### src/rtl/wb_result_stage.sv
// Registered write-back stage: result select, sub-word load alignment and a
// valid/ready stall for variable-latency loads. Optional macro: WB_FWD_EN.
//
// state       | meaning
// ------------+--------------------------------------------------------
// S_IDLE      | accepting; non-loads write back one cycle after accept
// S_LOAD_WAIT | load issued, stalled until mem_rvalid or timeout
module wb_result_stage #(
    parameter int WIDTH          = 32,
    parameter int REG_ADDR_W     = 5,
    parameter int TIMEOUT_CYCLES = 255
) (
    input  logic                  clk,
    input  logic                  rst_n,
    input  logic                  in_valid,
    output logic                  in_ready,
    input  logic [1:0]            in_result_src,
    input  logic [WIDTH-1:0]      in_alu_result,
    input  logic [WIDTH-1:0]      in_pc_plus4,
    input  logic [WIDTH-1:0]      in_imm,
    input  logic [2:0]            in_funct3,
    input  logic [REG_ADDR_W-1:0] in_rd,
    input  logic                  in_reg_write,
    input  logic                  mem_rvalid,
    input  logic [WIDTH-1:0]      mem_rdata,
    output logic                  rf_we,
    output logic [REG_ADDR_W-1:0] rf_waddr,
    output logic [WIDTH-1:0]      rf_wdata,
    output logic                  load_pending,
    output logic                  load_timeout
`ifdef WB_FWD_EN
    ,
    output logic                  fwd_valid,
    output logic [REG_ADDR_W-1:0] fwd_rd,
    output logic [WIDTH-1:0]      fwd_data
`endif
);

    localparam int CNT_W = (TIMEOUT_CYCLES < 2) ? 1 : $clog2(TIMEOUT_CYCLES + 1);
    localparam logic [CNT_W-1:0] TIMEOUT_VAL = CNT_W'(TIMEOUT_CYCLES);

    typedef enum logic {
        S_IDLE      = 1'b0,
        S_LOAD_WAIT = 1'b1
    } state_t;

    state_t                  state_q, state_d;
    logic [CNT_W-1:0]        cnt_q, cnt_d, cnt_inc;
    logic                    rf_we_q, rf_we_d;
    logic [REG_ADDR_W-1:0]   rf_waddr_q, rf_waddr_d;
    logic [WIDTH-1:0]        rf_wdata_q, rf_wdata_d;
    logic                    load_timeout_q, load_timeout_d;
    logic [REG_ADDR_W-1:0]   ld_rd_q, ld_rd_d;
    logic                    ld_rw_q, ld_rw_d;
    logic [2:0]              ld_f3_q, ld_f3_d;
    logic [1:0]              ld_off_q, ld_off_d;

    logic [WIDTH-1:0]        sel_data;
    logic [31:0]             ld_word;
    logic [7:0]              ld_byte;
    logic [15:0]             ld_half;
    logic [WIDTH-1:0]        ld_data;

    always_comb begin
        sel_data = in_alu_result;
        case (in_result_src)
            2'b10:   sel_data = in_pc_plus4;
            2'b11:   sel_data = in_imm;
            default: sel_data = in_alu_result;
        endcase
    end

    // Load lanes always come from the low 32 bits of the returned data.
    always_comb begin
        ld_word = mem_rdata[31:0];
        ld_byte = ld_word[7:0];
        case (ld_off_q)
            2'd1:    ld_byte = ld_word[15:8];
            2'd2:    ld_byte = ld_word[23:16];
            2'd3:    ld_byte = ld_word[31:24];
            default: ld_byte = ld_word[7:0];
        endcase
        ld_half = ld_off_q[1] ? ld_word[31:16] : ld_word[15:0];
        case (ld_f3_q)
            3'b000:  ld_data = WIDTH'($signed(ld_byte));
            3'b001:  ld_data = WIDTH'($signed(ld_half));
            3'b100:  ld_data = WIDTH'(ld_byte);
            3'b101:  ld_data = WIDTH'(ld_half);
            default: ld_data = WIDTH'($signed(ld_word));
        endcase
    end

    assign cnt_inc = cnt_q + 1'b1;

    always_comb begin
        state_d        = state_q;
        cnt_d          = cnt_q;
        rf_we_d        = 1'b0;
        rf_waddr_d     = rf_waddr_q;
        rf_wdata_d     = rf_wdata_q;
        load_timeout_d = load_timeout_q;
        ld_rd_d        = ld_rd_q;
        ld_rw_d        = ld_rw_q;
        ld_f3_d        = ld_f3_q;
        ld_off_d       = ld_off_q;

        case (state_q)
            S_IDLE: begin
                if (in_valid) begin
                    if (in_result_src == 2'b01) begin
                        ld_rd_d  = in_rd;
                        ld_rw_d  = in_reg_write;
                        ld_f3_d  = in_funct3;
                        ld_off_d = in_alu_result[1:0];
                        cnt_d    = '0;
                        state_d  = S_LOAD_WAIT;
                    end else begin
                        rf_we_d    = in_reg_write && (in_rd != '0);
                        rf_waddr_d = in_rd;
                        rf_wdata_d = sel_data;
                    end
                end
            end
            S_LOAD_WAIT: begin
                if (mem_rvalid) begin
                    rf_we_d    = ld_rw_q && (ld_rd_q != '0);
                    rf_waddr_d = ld_rd_q;
                    rf_wdata_d = ld_data;
                    cnt_d      = '0;
                    state_d    = S_IDLE;
                end else if ((TIMEOUT_CYCLES != 0) && (cnt_inc == TIMEOUT_VAL)) begin
                    // Abandon the load; a late return lands in IDLE and is dropped.
                    load_timeout_d = 1'b1;
                    cnt_d          = '0;
                    state_d        = S_IDLE;
                end else begin
                    cnt_d = cnt_inc;
                end
            end
            default: state_d = S_IDLE;
        endcase
    end

    always_ff @(posedge clk or negedge rst_n) begin
        if (!rst_n) begin
            state_q        <= S_IDLE;
            cnt_q          <= '0;
            rf_we_q        <= 1'b0;
            rf_waddr_q     <= '0;
            rf_wdata_q     <= '0;
            load_timeout_q <= 1'b0;
            ld_rd_q        <= '0;
            ld_rw_q        <= 1'b0;
            ld_f3_q        <= '0;
            ld_off_q       <= '0;
        end else begin
            state_q        <= state_d;
            cnt_q          <= cnt_d;
            rf_we_q        <= rf_we_d;
            rf_waddr_q     <= rf_waddr_d;
            rf_wdata_q     <= rf_wdata_d;
            load_timeout_q <= load_timeout_d;
            ld_rd_q        <= ld_rd_d;
            ld_rw_q        <= ld_rw_d;
            ld_f3_q        <= ld_f3_d;
            ld_off_q       <= ld_off_d;
        end
    end

    assign in_ready     = (state_q == S_IDLE);
    assign load_pending = (state_q == S_LOAD_WAIT);
    assign rf_we        = rf_we_q;
    assign rf_waddr     = rf_waddr_q;
    assign rf_wdata     = rf_wdata_q;
    assign load_timeout = load_timeout_q;

`ifdef WB_FWD_EN
    // The forward view is exactly the write about to be registered.
    assign fwd_valid = rf_we_d && rst_n;
    assign fwd_rd    = rf_waddr_d;
    assign fwd_data  = rf_wdata_d;
`endif

endmodule

### config.mk
export PLATFORM = sky130hd
export DESIGN_NAME = wb_result_stage
export DESIGN_NICKNAME = d
export VERILOG_FILES = /design/src/rtl/wb_result_stage.sv
export SDC_FILE = /design/constraint.sdc
export NUM_CORES = 1
export LEC_CHECK = 0
export ABC_CLOCK_PERIOD_IN_PS = 1800
export CAP_MARGIN = 30
export CORE_MARGIN = 2
export CORE_UTILIZATION = 38
export DETAILED_ROUTE_END_ITERATION = 8
export PLACE_DENSITY = 0.85
export SYNTH_ARGS = -nofsm -noshare
export SYNTH_HDL_FRONTEND = slang
export SYNTH_SLANG_ARGS = --single-unit
### constraint.sdc
create_clock -name clk -period 1.8 [get_ports clk]
set_clock_uncertainty 0.05 [all_clocks]
set_input_delay 0.36 -clock clk [delete_from_list [all_inputs] [get_ports clk]]
set_output_delay 0.36 -clock clk [all_outputs]
set_load 0.1 [all_outputs]
==> run_results.csv <==
group,metric,value,unit
power_and_ir_drop,p_leak,2.790,nW
place,port_buffers,183,
yosys,async_flop_share,100.0,%
critical_path,crit_slowest_cell,"mux4_2",
critical_path,crit_fanout,16,
layout,final_cell_mix,"138 x clkdlybuf4s50_1, 56 x dfrtp_1, 51 x o21ai_0",
sta,worst_pin_slew,0.5101,ns
drt,remaining_drc_errors,0,
yosys,synth_edf_count,0,
drt,first_iter_violations,232,
place,hpwl,10.66,mm
grt,grt_max_degree,49,
clocking,htree_levels,3,
sta,setup_viol,0,
yosys,synth.distinct_cells,44,
sta,max_freq,562.1,MHz
yosys,yosysWarnings,0,
critical_path,crit_path_end_kind,"register",
layout,layout.nets,794,
yosys,syn_inst,454,
clocking,clock_latency,0.34,ns
grt,antenna_found_initial,1,
drt,dr.pass1.iters,5,
sta,setup_slack,0.02097,ns
layout,drive_gt1_share,19.27,%
critical_path,cp_data_required_time,1.97,ns
clocking,root_buffer,"clkbuf_8",
power_and_ir_drop,p_sw_share,45.41,%
clocking,cts_buffers,9,
critical_path,critPathLaunchType,"primary input",
floorplan,ioPinCount,184,
power_and_ir_drop,power.switching,3.146,mW
layout,area_growth,72.80,%
drt,via_per_inst,5.480,
sta,hold_violations,0,
floorplan,dieWidth,105.1,µm
layout,fin_area,6709,µm²
critical_path,arrival,1.94,ns
place,dp.cells,768,
yosys,syn-num-nets,599,
power_and_ir_drop,p_int,3.781,mW
drt,wl,13.72,mm
sta,drv_slew,0,
place,preCtsSetupSlack,-0.3503,ns
critical_path,slowest_delay,0.53,ns
power_and_ir_drop,powerDensity,1033,nW/µm²
drt,drt-wirelength-per-cell,17.41,µm
critical_path,path_class,"primary input to register",
drt,ant_nets,0,
yosys,ys_seq_elements,59,
yosys,yosysSeqAreaShare,38.03,%
min_path,hold_path_class,"primary input to register",
yosys,syn_avg_cell_area,8.552,µm²
floorplan,core-area,9864,µm²
floorplan,fp.dieH,105.1,µm
sta,relSlewSlack,66.00,%
clocking,cts_tree,"done",
power_and_ir_drop,clock_power_share,17.4,%
power_and_ir_drop,power_frac_comb,55.3,%
grt,globalRouteOverflowTotal,0,
layout,fillers,755,
layout,finalNonFillerCells,788,
sta,period_needed,1.779,ns
clocking,cts.clk_slew.worst_paths,0.07,ns
job,cap_violations,0,
yosys,ys.flop_type,"dfrtp_1",
power_and_ir_drop,seqPwrFrac,27.3,%
yosys,synth_area,3882,µm²
clocking,cts_sinks,59,
layout,multi_input_area,2295,µm²
sta,fin_tns_setup,0,ns
place,place_area,6454,µm²
critical_path,cp_cell_sequence,"clkdlybuf4s50_1 > mux4_2 > mux2i_2 > o31a_4 > a21oi_1",
sta,finalCritPeriodShare,98.83,%
sta,rsz0062_at_grt,"yes",
grt,grt_pass1_vias,4435,
layout,regArea,1483,µm²
grt,grt_pass1_wl,21.69,mm
layout,layout_commonest_cell,"clkdlybuf4s50_1",
layout,finish.utilization,68.01,%
floorplan,start_util,39.36,%
floorplan,rows,36,
floorplan,die_area,11040,µm²
clocking,clock_path_buffers,2,
grt,grt_usage,24.69,%
power_and_ir_drop,ir_drop,0.6745,mV
outcome,status,"finished, final reports clean",
drt,num_vias,4318,
place,place.gp.congestion,0.8214,
==> layout make-up <==
class / instances / area share (%)
Clock inverter: 5 / 0.7833
Sequential cell: 59 / 22.10
Multi-Input combinational cell: 356 / 34.20
Tap cell: 133 / 2.480
Inverter: 7 / 0.4476
Antenna cell: 1 / 0.03730
Clock buffer: 11 / 2.107
Timing Repair Buffer: 216 / 37.84
==> state kept, by name (all words and copies together), names as in the netlist <==
register / cells
cnt_q: 8
ld_f3_q: 3
ld_off_q: 2
ld_rd_q: 5
ld_rw_q: 1
load_pending: 1
load_timeout: 1
rf_waddr: 5
rf_wdata: 32
rf_we: 1
==> timing repair <==
action                     in CTS  in global routing
pin swaps                       0                  3
hold buffers                    1                  0
setup endpoints to repair       3                 32
gates resized for setup         1                  9
hold endpoints to repair       20                  0
setup buffers                   1                  1
==> metrics by stage <==
step	total power, mW	hold slack, ns
2_1_floorplan	4.032	0.01441
3_3_place_gp	5.645	0.3010
3_5_place_dp	5.716	0.3102
4_1_cts	6.931	0.4453
5_1_grt	7.217	0.4393
6_report	6.927	0.4406
==> power groups by stage <==
stage          registers, mW  logic (mW)  clock network (mW)
3_5_place_dp            1.91        3.80                   0
2_1_floorplan           3.20       0.827                   0
4_1_cts                 1.89        3.82                1.22
5_1_grt                 1.92        4.00                1.30
6_report                1.89        3.83                1.21
3_3_place_gp            1.90        3.75                   0
==> per-layer routing <==
metal,global-route usage [%],vias to the layer above,routed length (µm)
li1,-,2051,-
met1,28.77,2043,5368
met2,43.74,202,6907
met3,7.049,22,1176
met4,7.524,0,266
met5,0,-,0
==> cell families (layout without fill, tap and decap cells) <==
| family | Yosys count | after routing | share of synthesized area, % |
|---|---|---|---|
| muxes | 50 | 50 | 13.54 |
| and+or+nand+nor | 142 | 142 | 18.37 |
| buffers and inverters | 39 | 239 | 4.222 |
| AOI/OAI and AO/OA | 159 | 159 | 24.53 |
| xor gates and xnor gates | 3 | 3 | 0.6769 |
| adders and majority gates | 2 | 2 | 0.6444 |
| other | 0 | 1 | 0 |
| DFF | 59 | 59 | 38.03 |
==> worst max-delay path, delay by kind of cell <==
family	cells	cell delay (ns)
multiplexers	2	0.72
buffers and inverters	1	0.46
AO/OA/AOI/OAI	2	0.39
==> cell usage after synthesis (3+ instances only) <==
cell type  instances  area [µm²]
a211o_1            7       61.31
a21oi_1           48       240.2
a21oi_2           11       96.34
a22oi_1            8       60.06
a31oi_1            3       18.77
and3b_1            7       61.31
and4_1             8       70.07
buf_1              3       11.26
buf_2              7       35.03
clkbuf_1          20       75.07
dfrtp_1           59        1476
inv_1              7       26.28
mux2_2            10       112.6
mux2i_1           39       390.4
nand2_1           50       187.7
nand2b_1           6       37.54
nand3_1            4       20.02
nand3b_1           9       67.56
nor2_1            39       146.4
nor2b_1            9       56.30
o211ai_1           4       30.03
o21ai_0           54       270.3
o22ai_1           16       100.1
==> final timing paths <==
path,startpoint,endpoint,slack [ns],depth (start not counted)
worst max-delay path,mem_rdata[15],rf_wdata[19],0.02,5
worst min-delay path,mem_rdata[23],rf_wdata[23],0.44,3
worst max register to register,cnt_q[1],load_pending,0.05,5
worst min register to register,ld_rw_q,ld_rw_q,0.47,1
max in group asynchronous,rst_n,ld_off_q[1],0.61,3
min in group asynchronous,rst_n,rf_wdata[14],0.47,2
Note: power is estimated with default switching activity, not from simulation.
